`src/rtl/sum_pkg.sv`:
```
// Shared definitions for the chunk-serial adder/subtractor.
package sum_pkg;

   // Default operand width and slice width.
   localparam int W_DEFAULT     = 16;
   localparam int CHUNK_DEFAULT = 4;

   // Controller states.
   typedef enum logic [1:0] {
      IDLE = 2'd0,
      RUN  = 2'd1,
      DONE = 2'd2
   } state_e;

endpackage

```
`src/rtl/sum_chunk.sv`:
```
// CHUNK-bit combinational ripple-carry adder slice. Besides the carry out it
// exposes the carry into its MSB so the caller can derive signed overflow.
module sum_chunk #(
   parameter int CHUNK = 4
) (
   input  logic [CHUNK-1:0] A,
   input  logic [CHUNK-1:0] B,
   input  logic             Cin,
   output logic [CHUNK-1:0] S,
   output logic             Cout,
   output logic             Cmsb
);

   // Ripple the carry from LSB to MSB, recording the carry entering the MSB.
   always_comb begin
      logic carry;
      // NOTE: a running variable inside always_comb uses blocking '=' so each
      // iteration sees the carry produced by the previous bit.
      carry = Cin;
      S     = '0;
      Cmsb  = 1'b0;
      for (int i = 0; i < CHUNK; i++) begin
         if (i == CHUNK - 1) begin
            Cmsb = carry;
         end
         S[i]  = A[i] ^ B[i] ^ carry;
         carry = (A[i] & B[i]) | (carry & (A[i] ^ B[i]));
      end
      Cout = carry;
   end

endmodule

```
`src/rtl/sum_nb_seq.sv`:
```
// Multi-cycle adder/subtractor: one sum_chunk slice adder is reused over
// W/CHUNK RUN cycles, LSB slice first, with the carry held in a register.
module sum_nb_seq
   import sum_pkg::*;
#(
   parameter int W     = W_DEFAULT,
   parameter int CHUNK = CHUNK_DEFAULT
) (
   input  logic         clk,
   input  logic         rst,
   input  logic         start,
   input  logic [W-1:0] A,
   input  logic [W-1:0] B,
   input  logic         Ci,
   input  logic         sub,
   output logic [W-1:0] S,
   output logic         Cout,
   output logic         ovf,
   output logic         busy,
   output logic         done
);

   localparam int NCH   = W / CHUNK;
   localparam int IDX_W = (NCH > 1) ? $clog2(NCH) : 1;
   localparam logic [IDX_W-1:0] IDX_LAST = IDX_W'(NCH - 1);

   state_e           state_q, state_d;
   logic [W-1:0]     a_q, a_d;
   logic [W-1:0]     b_q, b_d;
   logic             carry_q, carry_d;
   logic [IDX_W-1:0] idx_q, idx_d;
   logic [W-1:0]     s_q, s_d;
   logic             cout_q, cout_d;
   logic             ovf_q, ovf_d;

   logic [CHUNK-1:0] a_sl, b_sl, ch_s;
   logic             ch_cout, ch_cmsb;

   // Select the operand slices addressed by the current chunk index.
   always_comb begin
      a_sl = '0;
      b_sl = '0;
      for (int k = 0; k < NCH; k++) begin
         if (idx_q == IDX_W'(k)) begin
            a_sl = a_q[k*CHUNK +: CHUNK];
            b_sl = b_q[k*CHUNK +: CHUNK];
         end
      end
   end

   sum_chunk #(
      .CHUNK (CHUNK)
   ) u_chunk (
      .A    (a_sl),
      .B    (b_sl),
      .Cin  (carry_q),
      .S    (ch_s),
      .Cout (ch_cout),
      .Cmsb (ch_cmsb)
   );

   // Next-state and datapath updates for IDLE/RUN/DONE.
   always_comb begin
      // NOTE: every signal gets its hold value first so no path through the
      // case leaves one unassigned, which would infer a latch.
      state_d = state_q;
      a_d     = a_q;
      b_d     = b_q;
      carry_d = carry_q;
      idx_d   = idx_q;
      s_d     = s_q;
      cout_d  = cout_q;
      ovf_d   = ovf_q;
      unique case (state_q)
         IDLE: begin
            if (start) begin
               // Subtraction is A + ~B + 1; Ci is only meaningful for add.
               a_d     = A;
               b_d     = sub ? ~B : B;
               carry_d = sub ? 1'b1 : Ci;
               idx_d   = '0;
               state_d = RUN;
            end
         end
         RUN: begin
            for (int k = 0; k < NCH; k++) begin
               if (idx_q == IDX_W'(k)) begin
                  s_d[k*CHUNK +: CHUNK] = ch_s;
               end
            end
            carry_d = ch_cout;
            if (idx_q == IDX_LAST) begin
               idx_d   = '0;
               cout_d  = ch_cout;
               ovf_d   = ch_cmsb ^ ch_cout;
               state_d = DONE;
            end else begin
               idx_d = idx_q + 1'b1;
            end
         end
         DONE: begin
            state_d = IDLE;
         end
         default: begin
            state_d = IDLE;
         end
      endcase
   end

   // Control and result registers with synchronous reset.
   always_ff @(posedge clk) begin
      // NOTE: sequential state always uses non-blocking '<=' so every register
      // samples the pre-edge value of every other register.
      if (rst) begin
         state_q <= IDLE;
         carry_q <= 1'b0;
         idx_q   <= '0;
         s_q     <= '0;
         cout_q  <= 1'b0;
         ovf_q   <= 1'b0;
      end else begin
         state_q <= state_d;
         carry_q <= carry_d;
         idx_q   <= idx_d;
         s_q     <= s_d;
         cout_q  <= cout_d;
         ovf_q   <= ovf_d;
      end
   end

   // Latched operands: always loaded before use, so they need no reset.
   // NOTE: leaving pure data registers out of reset keeps the reset net small
   // and is safe because no output depends on them until a start loads them.
   always_ff @(posedge clk) begin
      a_q <= a_d;
      b_q <= b_d;
   end

   assign S    = s_q;
   assign Cout = cout_q;
   assign ovf  = ovf_q;
   assign busy = (state_q != IDLE);
   assign done = (state_q == DONE);

endmodule

```
`config.mk`:
```
export PLATFORM = sky130hd
export DESIGN_NAME = sum_nb_seq
export DESIGN_NICKNAME = d
export VERILOG_FILES = /design/src/rtl/sum_pkg.sv /design/src/rtl/sum_chunk.sv /design/src/rtl/sum_nb_seq.sv
export SDC_FILE = /design/constraint.sdc
export NUM_CORES = 1
export LEC_CHECK = 0
export ABC_AREA = 1
export CAP_MARGIN = 20
export CELL_PAD_IN_SITES_DETAIL_PLACEMENT = 1
export CELL_PAD_IN_SITES_GLOBAL_PLACEMENT = 1
export CORE_MARGIN = 2
export CORE_UTILIZATION = 40
export DETAILED_ROUTE_END_ITERATION = 8
export DONT_BUFFER_PORTS = 1
export PLACE_DENSITY = 0.8
export SLEW_MARGIN = 20
export SYNTH_ARGS = -nofsm -noshare
export SYNTH_HDL_FRONTEND = slang
export SYNTH_SLANG_ARGS = --single-unit
```
`constraint.sdc`:
```
create_clock -name clk -period 4.7 [get_ports clk]
set_clock_uncertainty 0.1 [all_clocks]
set_input_delay 0.235 -clock clk [delete_from_list [all_inputs] [get_ports clk]]
set_output_delay 0.235 -clock clk [all_outputs]
set_load 0.1 [all_outputs]
```
==> flow_summary_export.csv <==
group,metric,value,unit
run_status,outcome,"finished, final reports clean",
place,globalplace.congestion,0.818,
floorplan,ios,57,
synth,yosys.area.top_type_share,0.365,
floorplan,core_area,6350,um^2
drt,dr.first_iter.drc_count,45,
floorplan,start_util,0.415,
critical_path,cpPeakStageDelay,0.50,ns
synth,syn_area,2640,um^2
drt,drc_errors,0,
clock_network,clockBufferDepth,2,
clock_network,cts_tree,"done",
finish,insertedDiodeCount,0,
synth,ys_ff_latch,55,
critical_path,crit_chain,"inv_1, ha_1, inv_1, nand2_1, nand3_1, nand2_1, nand2_1, fa_1, inv_1, fa_1, inv_1, fa_1, inv_1, fa_1, nor2_1, nor2_2",
grt,grt_pass1_wl,9.21,mm
clock_network,cts_resized,0,
pwr,p_per_area,362,nW/um^2
synth,yosys_warnings,0,
critical_path,crit_path_top_delay_cell,"fa_1",
timing,layout_worst_path_cycle_share,0.762,
critical_path,start_kind,"flop",
grt,grt_max_degree,33,
drt,vias,1834,
pwr,irDropWorstVdd,0.000260,V
drt,drtPass1Iterations,4,
drt,postRouteAntennaNets,0,
synth,synth-main-ff-cell,"edfxtp_1",
clock_network,root_buffer,"clkbuf_8",
synth,synthTopCellsByArea,"edfxtp_1, dfxtp_1, nand2_1, inv_1, nor2_1",
timing,hold_viol_final,0,
finish,utilization,0.470,
floorplan,design.die.area,7250,um^2
clock_network,numCtsBuffers,5,
run,cap_violations,0,
timing,max_freq,279,MHz
synth,ys_types,20,
timing,setup_tns,0,ns
grt,grt_pass1_vias,1925,
finish,final_nets,363,
synth,synth_cells,300,
min_path,hold_path_class,"primary input to flop",
critical_path,end_kind,"flop",
drt,wl,5.55,mm
timing,slew_violations,0,
critical_path,cpMostUsedCell,"inv_1",
timing,setup_viol_count_final,0,
synth,yosysMostFrequentCell,"nand2_1",
drt,routedWlPerCell,14.0,um
pwr,p_leak,1.35,nW
finish,final_layout_size_suffix_gt1_frac,0.0755,
timing,slew_headroom,0.291,
synth,yosys-top-cells-count,"nand2_1, inv_1, nor2_1",
place,io_buffers,0,
timing,max_slew.worst_pin.slew,1.06,ns
floorplan,die_w,85.2,um
synth,synth_edf_count,32,
floorplan,rows,29,
finish,syn2layout_area_growth,13.2,%
critical_path,worst_ep_required_time,4.81,ns
place,dpl.hpwl,4.12,mm
synth,synth_seq_area_share,0.539,
grt,grt_antenna_before_repair,0,
critical_path,critical_path_class,"flop to flop",
clock_network,cts.sink_count,55,
grt,grt_usage,0.163,
synth,syn_nets,345,
synth,syn_area_per_cell,8.78,um^2
synth,synth_area_leader_cell,"edfxtp_1",
synth,synthArstFlopShare,0,
drt,avgViaCountPerCell,4.64,
timing,rsz0062_at_grt,"no",
timing,min_period,3.58,ns
clock_network,clk_pin_slew,0.10,ns
clock_network,cts-htree-levels,2,
critical_path,worstPathArrival,3.69,ns
floorplan,die_y,85.2,um
grt,grt-ovfl-total,0,
clock_network,clk_latency,0.31,ns
critical_path,critPathMaxFanout,11,
[worst paths after layout]
| kind | start | to | slack, ns | cells past startpoint |
|---|---|---|---|---|
| setup reg to reg | idx_q[1]$_SDFFE_PP0P_ | S[15]$_SDFFE_PP0P_ | 1.12 | 16 |
| setup / recovery | idx_q[1]$_SDFFE_PP0P_ | S[15]$_SDFFE_PP0P_ | 1.12 | 16 |
| hold / removal | B[5] | b_q[5]$_DFFE_PP_ | 0.02 | 1 |
| hold reg to reg | idx_q[0]$_SDFFE_PP0P_ | idx_q[0]$_SDFFE_PP0P_ | 0.43 | 2 |
[sequential cells by signal, indices dropped and copies added (netlist names)]
register / flops
S: 16
Cout: 1
b_q: 16
a_q: 16
carry_q: 1
state_q: 2
idx_q: 2
ovf: 1
[critical path, delay by kind of cell (launching register included)]
| kind | cells | cell delay (ns) |
|---|---|---|
| flip-flops | 1 | 0.35 |
| buffers and inverters | 5 | 0.60 |
| adder cells (fa/ha/maj) | 5 | 1.87 |
| AND/OR/NAND/NOR | 6 | 0.56 |
[what timing repair did]
item,CTS,global route
hold endpoints to repair,21,0
hold buffers,18,0
setup buffers,0,0
[stage by stage]
step / setup WS [ns] / total power [mW] / cells / area (um^2) / hold WS, ns
4_1_cts: 1.10 / 1.10 / 395 / 2980 / 0.0106
3_3_place_gp: 1.19 / 0.772 / 370 / 2700 / 0.207
6_report: 1.12 / 1.08 / 395 / 2980 / 0.0236
5_1_grt: 0.855 / 1.13 / 395 / 2980 / 0.00199
2_1_floorplan: 1.68 / 0.734 / 300 / 2640 / 0.204
3_5_place_dp: 1.12 / 0.778 / 370 / 2700 / 0.208
[power breakdown]
part | total, mW | internal, mW | switching, mW
logic | 0.175 | 0.0639 | 0.111
clock network | 0.305 | 0.156 | 0.149
registers | 0.601 | 0.544 | 0.0565
[cell families after synthesis]
kind of cell / after synthesis / share of synthesized area
simple gates: 150 / 0.243
xor+xnor: 16 / 0.0532
buf+inv: 55 / 0.0826
fa+ha+maj: 8 / 0.0494
flops: 55 / 0.539
compound gates: 16 / 0.0323
[final cells by class]
cell class                      instances  area, um^2
Clock buffer                            5        68.8
Sequential cell                        55        1420
Multi-Input combinational cell        190         998
Clock inverter                          2        37.5
Timing Repair Buffer                   18         180
Tap cell                               77        96.3
Fill cell                             736        3370
Inverter                               48         180
[metal layers]
layer,up-vias,part of all wire,GRT usage
li1,945,-,-
met1,837,0.45,0.201
met2,48,0.48,0.277
met3,4,0.062,0.0477
met4,0,0.0088,0.0476
met5,-,0,0
[cell usage in the layout, fill, tap and decap left out, types with 2 or more instances in the layout]
cell type,n
or2_2,2
xor2_1,16
dfxtp_1,23
a21boi_1,2
nand3_1,9
fa_1,4
dlygate4sd3_1,18
nor2_2,4
nand2_4,4
clkbuf_8,5
ha_1,4
inv_2,5
nand2_1,89
edfxtp_1,32
nor2_1,40
inv_1,43
a21oi_1,13
No activity file was read; power rests on OpenSTA's default activity.
